## src/rtl/mem_port_arbiter_pkg.sv

```systemverilog
// Shared types and constants for the fetch/data memory port arbiter.
package arb_pkg;

    typedef enum logic [1:0] {
        IDLE  = 2'd0,
        GNT_I = 2'd1,
        GNT_D = 2'd2,
        RESP  = 2'd3
    } arb_state_e;

    localparam logic REQ_FETCH = 1'b0;
    localparam logic REQ_DATA  = 1'b1;

    localparam int unsigned DEFAULT_TIMEOUT = 255;
    localparam int unsigned TIMEOUT_CNT_W   = 16;

endpackage

```

## src/rtl/mem_port_arbiter_if.sv

```systemverilog
// Single-port memory bus: the arbiter drives it as master, the memory answers as slave.
interface mem_port_arbiter_if #(
    parameter int ADDR_W = 32,
    parameter int DATA_W = 32
);
    logic              req;
    logic              we;
    logic [ADDR_W-1:0] addr;
    logic [DATA_W-1:0] wdata;
    logic              ack;
    logic [DATA_W-1:0] rdata;

    modport master (output req, we, addr, wdata, input ack, rdata);
    modport slave  (input req, we, addr, wdata, output ack, rdata);
endinterface

```

## src/rtl/mem_port_arbiter_timeout_ctr.sv

```systemverilog
// Watchdog counter for an outstanding memory access; expire flags the last allowed cycle.
import arb_pkg::*;

module arb_timeout_ctr #(
    parameter int unsigned LIMIT = DEFAULT_TIMEOUT
) (
    input  logic clk,
    input  logic rst,
    input  logic clr,
    input  logic en,
    output logic expire
);
    localparam logic [TIMEOUT_CNT_W-1:0] LAST = TIMEOUT_CNT_W'(LIMIT - 1);

    logic [TIMEOUT_CNT_W-1:0] cnt;

    always_ff @(posedge clk) begin
        if (rst || clr)
            cnt <= '0;
        else if (en)
            cnt <= cnt + 1'b1;
    end

    assign expire = (cnt == LAST);

endmodule

```

## src/rtl/mem_port_arbiter.sv

```systemverilog
// Arbitrates instruction fetch and data load/store onto one memory port with timeout abort.
// Define ARB_ROUND_ROBIN_EN to alternate contested grants; otherwise data has fixed priority.
import arb_pkg::*;

module mem_port_arbiter #(
    parameter int          ADDR_W         = 32,
    parameter int          DATA_W         = 32,
    parameter int unsigned TIMEOUT_CYCLES = DEFAULT_TIMEOUT
) (
    input  logic              clk,
    input  logic              rst,
    input  logic              if_req,
    input  logic [ADDR_W-1:0] if_addr,
    output logic              if_done,
    output logic [DATA_W-1:0] if_rdata,
    input  logic              d_req,
    input  logic              d_we,
    input  logic [ADDR_W-1:0] d_addr,
    input  logic [DATA_W-1:0] d_wdata,
    output logic              d_done,
    output logic [DATA_W-1:0] d_rdata,
    output logic              err,
    mem_port_arbiter_if.master mem
);
    arb_state_e state;
    logic       grant_any;
    logic       grant_d;
    logic       ctr_clr;
    logic       ctr_en;
    logic       expire;
    logic       granted;

`ifdef ARB_ROUND_ROBIN_EN
    logic last_grant;
    logic gnt_id;
`endif

    always_comb begin
        grant_any = d_req | if_req;
`ifdef ARB_ROUND_ROBIN_EN
        // Contested: hand the port to whoever did not have it last time.
        grant_d = d_req & ~(if_req & (last_grant == REQ_DATA));
`else
        grant_d = d_req;
`endif
    end

    assign granted = (state == GNT_I) || (state == GNT_D);
    assign ctr_clr = (state == IDLE) && grant_any;
    assign ctr_en  = granted && !mem.ack;

    arb_timeout_ctr #(.LIMIT(TIMEOUT_CYCLES)) u_timeout (
        .clk    (clk),
        .rst    (rst),
        .clr    (ctr_clr),
        .en     (ctr_en),
        .expire (expire)
    );

    always_ff @(posedge clk) begin
        if (rst) begin
            state     <= IDLE;
            mem.req   <= 1'b0;
            mem.we    <= 1'b0;
            mem.addr  <= '0;
            mem.wdata <= '0;
            if_done   <= 1'b0;
            d_done    <= 1'b0;
            if_rdata  <= '0;
            d_rdata   <= '0;
            err       <= 1'b0;
`ifdef ARB_ROUND_ROBIN_EN
            last_grant <= REQ_FETCH;
            gnt_id     <= REQ_FETCH;
`endif
        end else begin
            case (state)
                IDLE: begin
                    if (grant_any) begin
                        mem.req <= 1'b1;
                        if (grant_d) begin
                            mem.we    <= d_we;
                            mem.addr  <= d_addr;
                            mem.wdata <= d_wdata;
                            state     <= GNT_D;
`ifdef ARB_ROUND_ROBIN_EN
                            gnt_id    <= REQ_DATA;
`endif
                        end else begin
                            mem.we    <= 1'b0;
                            mem.addr  <= if_addr;
                            mem.wdata <= '0;
                            state     <= GNT_I;
`ifdef ARB_ROUND_ROBIN_EN
                            gnt_id    <= REQ_FETCH;
`endif
                        end
                    end
                end
                GNT_I, GNT_D: begin
                    // An ack on the expiry cycle still counts as a normal completion.
                    if (mem.ack) begin
                        mem.req <= 1'b0;
                        err     <= 1'b0;
                        state   <= RESP;
                        if (state == GNT_I) begin
                            if_done  <= 1'b1;
                            if_rdata <= mem.rdata;
                        end else begin
                            d_done  <= 1'b1;
                            d_rdata <= mem.we ? '0 : mem.rdata;
                        end
                    end else if (expire) begin
                        mem.req <= 1'b0;
                        err     <= 1'b1;
                        state   <= RESP;
                        if (state == GNT_I) begin
                            if_done  <= 1'b1;
                            if_rdata <= '0;
                        end else begin
                            d_done  <= 1'b1;
                            d_rdata <= '0;
                        end
                    end
                end
                RESP: begin
                    if_done  <= 1'b0;
                    d_done   <= 1'b0;
                    if_rdata <= '0;
                    d_rdata  <= '0;
                    err      <= 1'b0;
                    state    <= IDLE;
`ifdef ARB_ROUND_ROBIN_EN
                    last_grant <= gnt_id;
`endif
                end
                default: state <= IDLE;
            endcase
        end
    end

endmodule

```

## src/flat_wrapper.sv

```systemverilog
// flat-port wrapper written by rule: the top's interface ports become plain ports
module mem_port_arbiter_flat 
#(
    parameter int          ADDR_W         = 32,
    parameter int          DATA_W         = 32,
    parameter int unsigned TIMEOUT_CYCLES = DEFAULT_TIMEOUT
)
  (clk, rst, if_req, if_addr, if_done, if_rdata, d_req, d_we, d_addr, d_wdata, d_done, d_rdata, err, mem_req, mem_we, mem_addr, mem_wdata, mem_ack, mem_rdata);
  mem_port_arbiter_if #(.ADDR_W(ADDR_W), .DATA_W(DATA_W)) mem_i ();
  input  logic clk;
  input  logic rst;
  input  logic if_req;
  input  logic [ADDR_W-1:0] if_addr;
  output logic if_done;
  output logic [DATA_W-1:0] if_rdata;
  input  logic d_req;
  input  logic d_we;
  input  logic [ADDR_W-1:0] d_addr;
  input  logic [DATA_W-1:0] d_wdata;
  output logic d_done;
  output logic [DATA_W-1:0] d_rdata;
  output logic err;
  output wire logic [$bits(mem_i.req)-1:0] mem_req;
  output wire logic [$bits(mem_i.we)-1:0] mem_we;
  output wire logic [$bits(mem_i.addr)-1:0] mem_addr;
  output wire logic [$bits(mem_i.wdata)-1:0] mem_wdata;
  input wire logic [$bits(mem_i.ack)-1:0] mem_ack;
  input wire logic [$bits(mem_i.rdata)-1:0] mem_rdata;
  assign mem_req = mem_i.req;
  assign mem_we = mem_i.we;
  assign mem_addr = mem_i.addr;
  assign mem_wdata = mem_i.wdata;
  assign mem_i.ack = mem_ack;
  assign mem_i.rdata = mem_rdata;
  mem_port_arbiter #(.ADDR_W(ADDR_W), .DATA_W(DATA_W), .TIMEOUT_CYCLES(TIMEOUT_CYCLES)) u_core (.clk(clk), .rst(rst), .if_req(if_req), .if_addr(if_addr), .if_done(if_done), .if_rdata(if_rdata), .d_req(d_req), .d_we(d_we), .d_addr(d_addr), .d_wdata(d_wdata), .d_done(d_done), .d_rdata(d_rdata), .err(err), .mem(mem_i));
endmodule
```

## config.mk

```make
export PLATFORM = sky130hd
export DESIGN_NAME = mem_port_arbiter_flat
export DESIGN_NICKNAME = d
export VERILOG_FILES = /design/src/rtl/mem_port_arbiter_pkg.sv /design/src/rtl/mem_port_arbiter_if.sv /design/src/rtl/mem_port_arbiter_timeout_ctr.sv /design/src/rtl/mem_port_arbiter.sv /design/src/flat_wrapper.sv
export SDC_FILE = /design/constraint.sdc
export NUM_CORES = 1
export LEC_CHECK = 0
export ABC_AREA = 1
export BUFFER_PORTS_ARGS = -buffer_cell sky130_fd_sc_hd__buf_2
export CELL_PAD_IN_SITES_DETAIL_PLACEMENT = 0
export CELL_PAD_IN_SITES_GLOBAL_PLACEMENT = 1
export CORE_MARGIN = 2
export CORE_UTILIZATION = 33
export CTS_CLUSTER_DIAMETER = 100
export DETAILED_ROUTE_END_ITERATION = 6
export PLACE_DENSITY = 0.8
export SYNTH_ARGS = -nofsm -noshare
export SYNTH_HDL_FRONTEND = slang
export SYNTH_HIERARCHICAL = 1
export SYNTH_SLANG_ARGS = --single-unit
```

## constraint.sdc

```tcl
create_clock -name clk -period 2.8 [get_ports clk]
set_clock_uncertainty 0.2 [all_clocks]
set_input_delay 0.42 -clock clk [delete_from_list [all_inputs] [get_ports clk]]
set_output_delay 0.42 -clock clk [all_outputs]
set_load 0.05 [all_outputs]
```

# Word level (Yosys, flattened, before mapping)
# Index checks and enable logic that the tools add are counted.
# W data, S select, Z words.
# word_totals
elab_cells	70
output_inout_bits	133
register_bits	151
in_bits	134
# classes
add_sub_neg	1
bitwise	1
mux	34
eq_ne	8
reduce_logical	15
# op_table
op	n
$mux W32	11
$pmux W32 S2	2
$add A16 B1 Y16 const B	1
$eq A16 B8 Y1 const B	1
$mux W1	12
$reduce_and A3 Y1	3
$mux W2	4
$pmux W1 S2	4
$pmux W2 S3	1
$reduce_and A2 Y1	3
$eq A2 B2 Y1 const B	2
$ne A2 B1 Y1 const B	2
$reduce_bool A2 Y1	2
$ne A3 B2 Y1 const B	1
$eq A2 B1 Y1 const B	1
$logic_and A1 B1 Y1	2
$logic_not A2 Y1	1
$logic_or A1 B1 Y1	2
$ne A2 B2 Y1 const B	1
$reduce_or A2 Y1	1
$logic_not A1 Y1	1
$or A1 B1 Y1	1

# Longest topological paths before layout
# logic_depth
ltp_word	5
ltp_mapped	12
depth_no_buf	11

# Cells and area by module
# The synthesis kept the hierarchy.
# by_module_without_submodules
mod	area_per_inst_um2	seq_area_each_um2	cells_per_inst	n_inst
mem_port_arbiter	5898.2	2702.6	871	1
arb_timeout_ctr	927.1	320.3	133	1

# Worst setup path before layout
# OpenSTA, ideal clock, no wires.
# synth_path
path_kind	register to register
from	register u_core.state[0]
to	register u_core.u_timeout.cnt[13]
stages_incl_launch_ff	12
t_arrival_ns	1.728
setup_ns	0.113
required_time_ns	2.487
synth_period_minus_slack_ns	2.041
setup_slack_ns	0.759
path_buffers	0
cell_sequence	dfxtp_1 inv_1 ha_1 inv_1 nor2_1 nand2_1 nor2_8 nand2_4 nor2_4 nand3_1 nand2_1 nor2_1
# synth_via
elab_chain_cells	3
elab_cells_between_ends	7
classes_between	eq/ne: 2; reduce/logical: 5
# synth_rtl
element	line_no	rtl
start: declaration	mem_port_arbiter.sv:25	arb_state_e state;
start signal: assignment	mem_port_arbiter.sv:62	state <= IDLE;
start signal: assignment	mem_port_arbiter.sv:85	state <= GNT_D;
start signal: assignment	mem_port_arbiter.sv:93	state <= GNT_I;
$eq A2 B1 Y1 or $eq A2 B2 Y1 (tied branches)	mem_port_arbiter.sv:48	assign granted = (state == GNT_I) || (state == GNT_D);
$logic_or A1 B1 Y1 (*)	mem_port_arbiter.sv:48	
$logic_and A1 B1 Y1 (*)	mem_port_arbiter.sv:50	assign ctr_en = granted && !mem.ack;
named net u_core.ctr_en	mem_port_arbiter.sv:29	logic ctr_en;
end signal: assignment	mem_port_arbiter_timeout_ctr.sv:21	cnt <= cnt + 1'b1;
end: declaration	mem_port_arbiter_timeout_ctr.sv:15	logic [TIMEOUT_CNT_W-1:0] cnt;
# Mark *: on every way through the listed nets, which the timed path passes. The rest lies on a longest branch.
# A chain may end at the register's enable or synchronous reset.

# Worst setup path after layout
# layout_path
from	register u_core.u_timeout.cnt[7]
to	register u_core.d_rdata[23]
# layout_via
elab_chain_cells	3
# layout_rtl
element	line_no	rtl
$eq A16 B8 Y1	mem_port_arbiter_timeout_ctr.sv:24	assign expire = (cnt == LAST);
named net u_core.expire	mem_port_arbiter.sv:30	logic expire;
$ne A3 B2 Y1 (no line)	--	
$reduce_and A3 Y1 (no line)	--	
end signal: assignment	mem_port_arbiter.sv:111	d_rdata <= mem.we ? '0 : mem.rdata;
end: declaration	mem_port_arbiter.sv:21	output logic [DATA_W-1:0] d_rdata,
# The timed path passes the listed nets, and every way through them passes these cells.

==> results.cfg <==
[run_status]
status = finished clean

[yosys]
ys.warnings.count = 6
synth_seq_cells = 151
synth.avg_cell_area_um2 = 6.80
syn_inst = 1004
synth_top_area_share = 0.443
syn_area_um2 = 6830
ys_seq_area_frac = 0.443
synth.distinct_cells = 29
synth_top_cells_by_area = dfxtp_1, nand2_1, nor2_1
yosys.area.top_type = dfxtp_1
synthesis.nets = 1146

[clocking]
clockRootBuffer = clkbuf_16
cts_tree = built
clk_latency_ps = 420
clkSlewWorstSetupHoldPaths_ps = 80
clockBufferDepth = 2
cts-htree-levels = 4
cts_sinks = 151
postCtsSetupRepairBufs = 0
cts_buffers = 17
cts-resized-gates = 0
postCtsHoldBufs = 0

[place]
placed_area_um2 = 8250
port_buffers = 266
dp_hpwl_um = 14700
routabilityCongestion = 0.874
dp_cells = 1494
place_ws_ps = 533

[timing]
tns_ps = 0
setup_viol = 0
final-hold-violation-count = 0
hold_ws_ps = 29.2
finalCritPeriodShare = 0.826
finalCriticalPeriod_ps = 2310
worstMarginPinSlew_ps = 650
max_freq_ghz = 0.432
rsz0062_at_grt = no
layout_setup_ws_ps = 487
drv_slew = 0
slew_headroom = 0.567

[detailed_routing]
dr.pass1.iters = 5
num_vias = 6868
drt-initial-drc-count = 279
wl_per_cell_um = 13.6
vias_per_cell = 4.50
drc_errors = 0
wl_met3_um = 1560
antenna_left = 0
highest_layer = met4
wl_met1_um = 9680
dr_wl_met2_um = 9200
wl_um = 20800

[cells_and_area]
fillers = 2162
stdcell_area_um2 = 8850
nNetsFinal = 1385
syn_to_final_growth_pct = 29.6
instances_no_fill = 1527
drive_gt1_frac = 0.268

[worst_setup_path]
critical_path.top_delay_family = simple AND/OR/NAND/NOR gates
critPathMaxFanout = 32
start_kind = register
crit_path_end_kind = register
crit_chain = nand2_1, nor3_1, nand4_1, nor2_1, nor2_2, nand2_2, nand2_2, buf_12, a21oi_1, nor2_1
cp_slowest_cell = dfxtp_1
arrival_ps = 2430
critPathRequiredTime_ps = 2910
cpPeakStageDelay_ps = 410
path_class = register to register
path_buf_inv = 1

[global_route]
grt_antenna_before_repair = 1
grt_max_degree = 66
grt_pass1_wl_um = 32800
grt.overflow.total = 0
grtUsageTotal = 0.188
grt_pass1_vias = 6376

[pwr]
p_per_area_nw_per_um2 = 1270
leakagePower_nw = 4.47
irDropWorstVdd_v = 0.000557

[run]
maxCapViolations = 0

[floorplan]
die_y_um = 148
die-area_um2 = 21800
num_io_pins = 267
die_w_um = 148
initial_utilization = 0.337
std_cell_rows = 52
placeableCoreArea_um2 = 20200

[hold_path]
hold_class = primary input to register
[Yosys cell counts (all sizes together)]
cell type  instances
nand2            341
nor2             171
dfxtp            151
a21oi            106
inv               59
buf               51
nand3             45
o21ai             40
clkbuf            12
ha                 8
nor3               8
nand4              5
and3               2
nand3b             2
and2               1
nor3b              1
o21bai             1
[metal layers]
metal  track usage  vias to the layer above
met1         0.247                     2975
met2         0.294                      248
met3        0.0599                       20
met5             0                        -
met4        0.0581                        0
li1              -                     3625
[worst min-delay path, stage by stage]
cell	delay, ps
buf_2	90
nand2_1	50
a21oi_1	50
[where the power goes]
group | switching, mW | internal [mW] | total (mW) | leakage (nW)
Sequential | 0.331 | 2.79 | 3.12 | 1.24
Combinational | 4.42 | 1.39 | 5.81 | 2.94
Clock | 1.06 | 1.22 | 2.28 | 0.288
Total | 5.81 | 5.40 | 11.2 | 4.47
[registers in the layout, indices dropped and copies added, names as in the netlist, named ones only]
register	flops
u_core/d_done	1
u_core/d_rdata	32
u_core/err	1
u_core/if_rdata	32
u_core/mem.addr	32
u_core/mem.req	1
u_core/mem.wdata	32
u_core/mem.we	1
u_core/state	2
u_core/u_timeout/cnt	16
[per-stage QoR]
stage	utilization	total power [mW]
6_report	0.437	11.2
2_1_floorplan	-	7.76
5_1_grt	0.437	12.0
3_5_place_dp	0.408	9.01
4_1_cts	0.437	11.3
3_3_place_gp	0.408	8.98
[layout by cell type, fill, tap and decap left out, types with 2 or more instances in the layout]
master / netlist / layout
a21oi_1: 104 / 104
a21oi_2: 2 / 2
and3_1: 2 / 2
buf_2: 35 / 266
buf_4: 5 / 16
clkbuf_16: 0 / 17
clkinv_8: 0 / 3
dfxtp_1: 151 / 151
ha_1: 8 / 8
inv_1: 56 / 56
inv_2: 3 / 3
inv_6: 0 / 5
inv_8: 0 / 4
nand2_1: 334 / 334
nand2_2: 6 / 6
nand3_1: 45 / 45
nand3b_1: 2 / 2
nand4_1: 5 / 5
nor2_1: 163 / 163
nor2_2: 4 / 4
nor2_4: 3 / 3
nor3_1: 7 / 7
o21ai_0: 34 / 34
o21ai_1: 5 / 5
[layout make-up]
type / count / area (um2) / area share
well taps: 270 / 338 / 0.0382
clock buffers: 18 / 439 / 0.0496
inverters: 59 / 221 / 0.0250
diodes: 1 / 2.50 / 0.000283
repair buffers: 283 / 1470 / 0.166
flip-flops and latches: 151 / 3020 / 0.342
multi-input cells: 731 / 3200 / 0.362
clock inverters: 14 / 154 / 0.0174
[worst paths after layout]
| path | from | end | slack (ps) | cells after the start |
|---|---|---|---|---|
| setup / recovery | u_core/u_timeout/cnt[7] | u_core/d_rdata[23] | 490 | 10 |
| hold / removal | d_wdata[15] | u_core/mem.wdata[15] | 30 | 3 |
| setup reg to reg | u_core/u_timeout/cnt[7] | u_core/d_rdata[23] | 490 | 10 |
| hold reg to reg | u_core/mem.wdata[18] | u_core/mem.wdata[18] | 260 | 2 |
[cell families after synthesis]
logic type	Yosys count	share of synthesized area
AO/OA/AOI/OAI	147	0.111
adder cells (fa/ha/maj)	8	0.0147
buffers and inverters	122	0.0884
flip-flops	151	0.443
AND/OR/NAND/NOR	576	0.343
(Power assumes the default switching activity.)
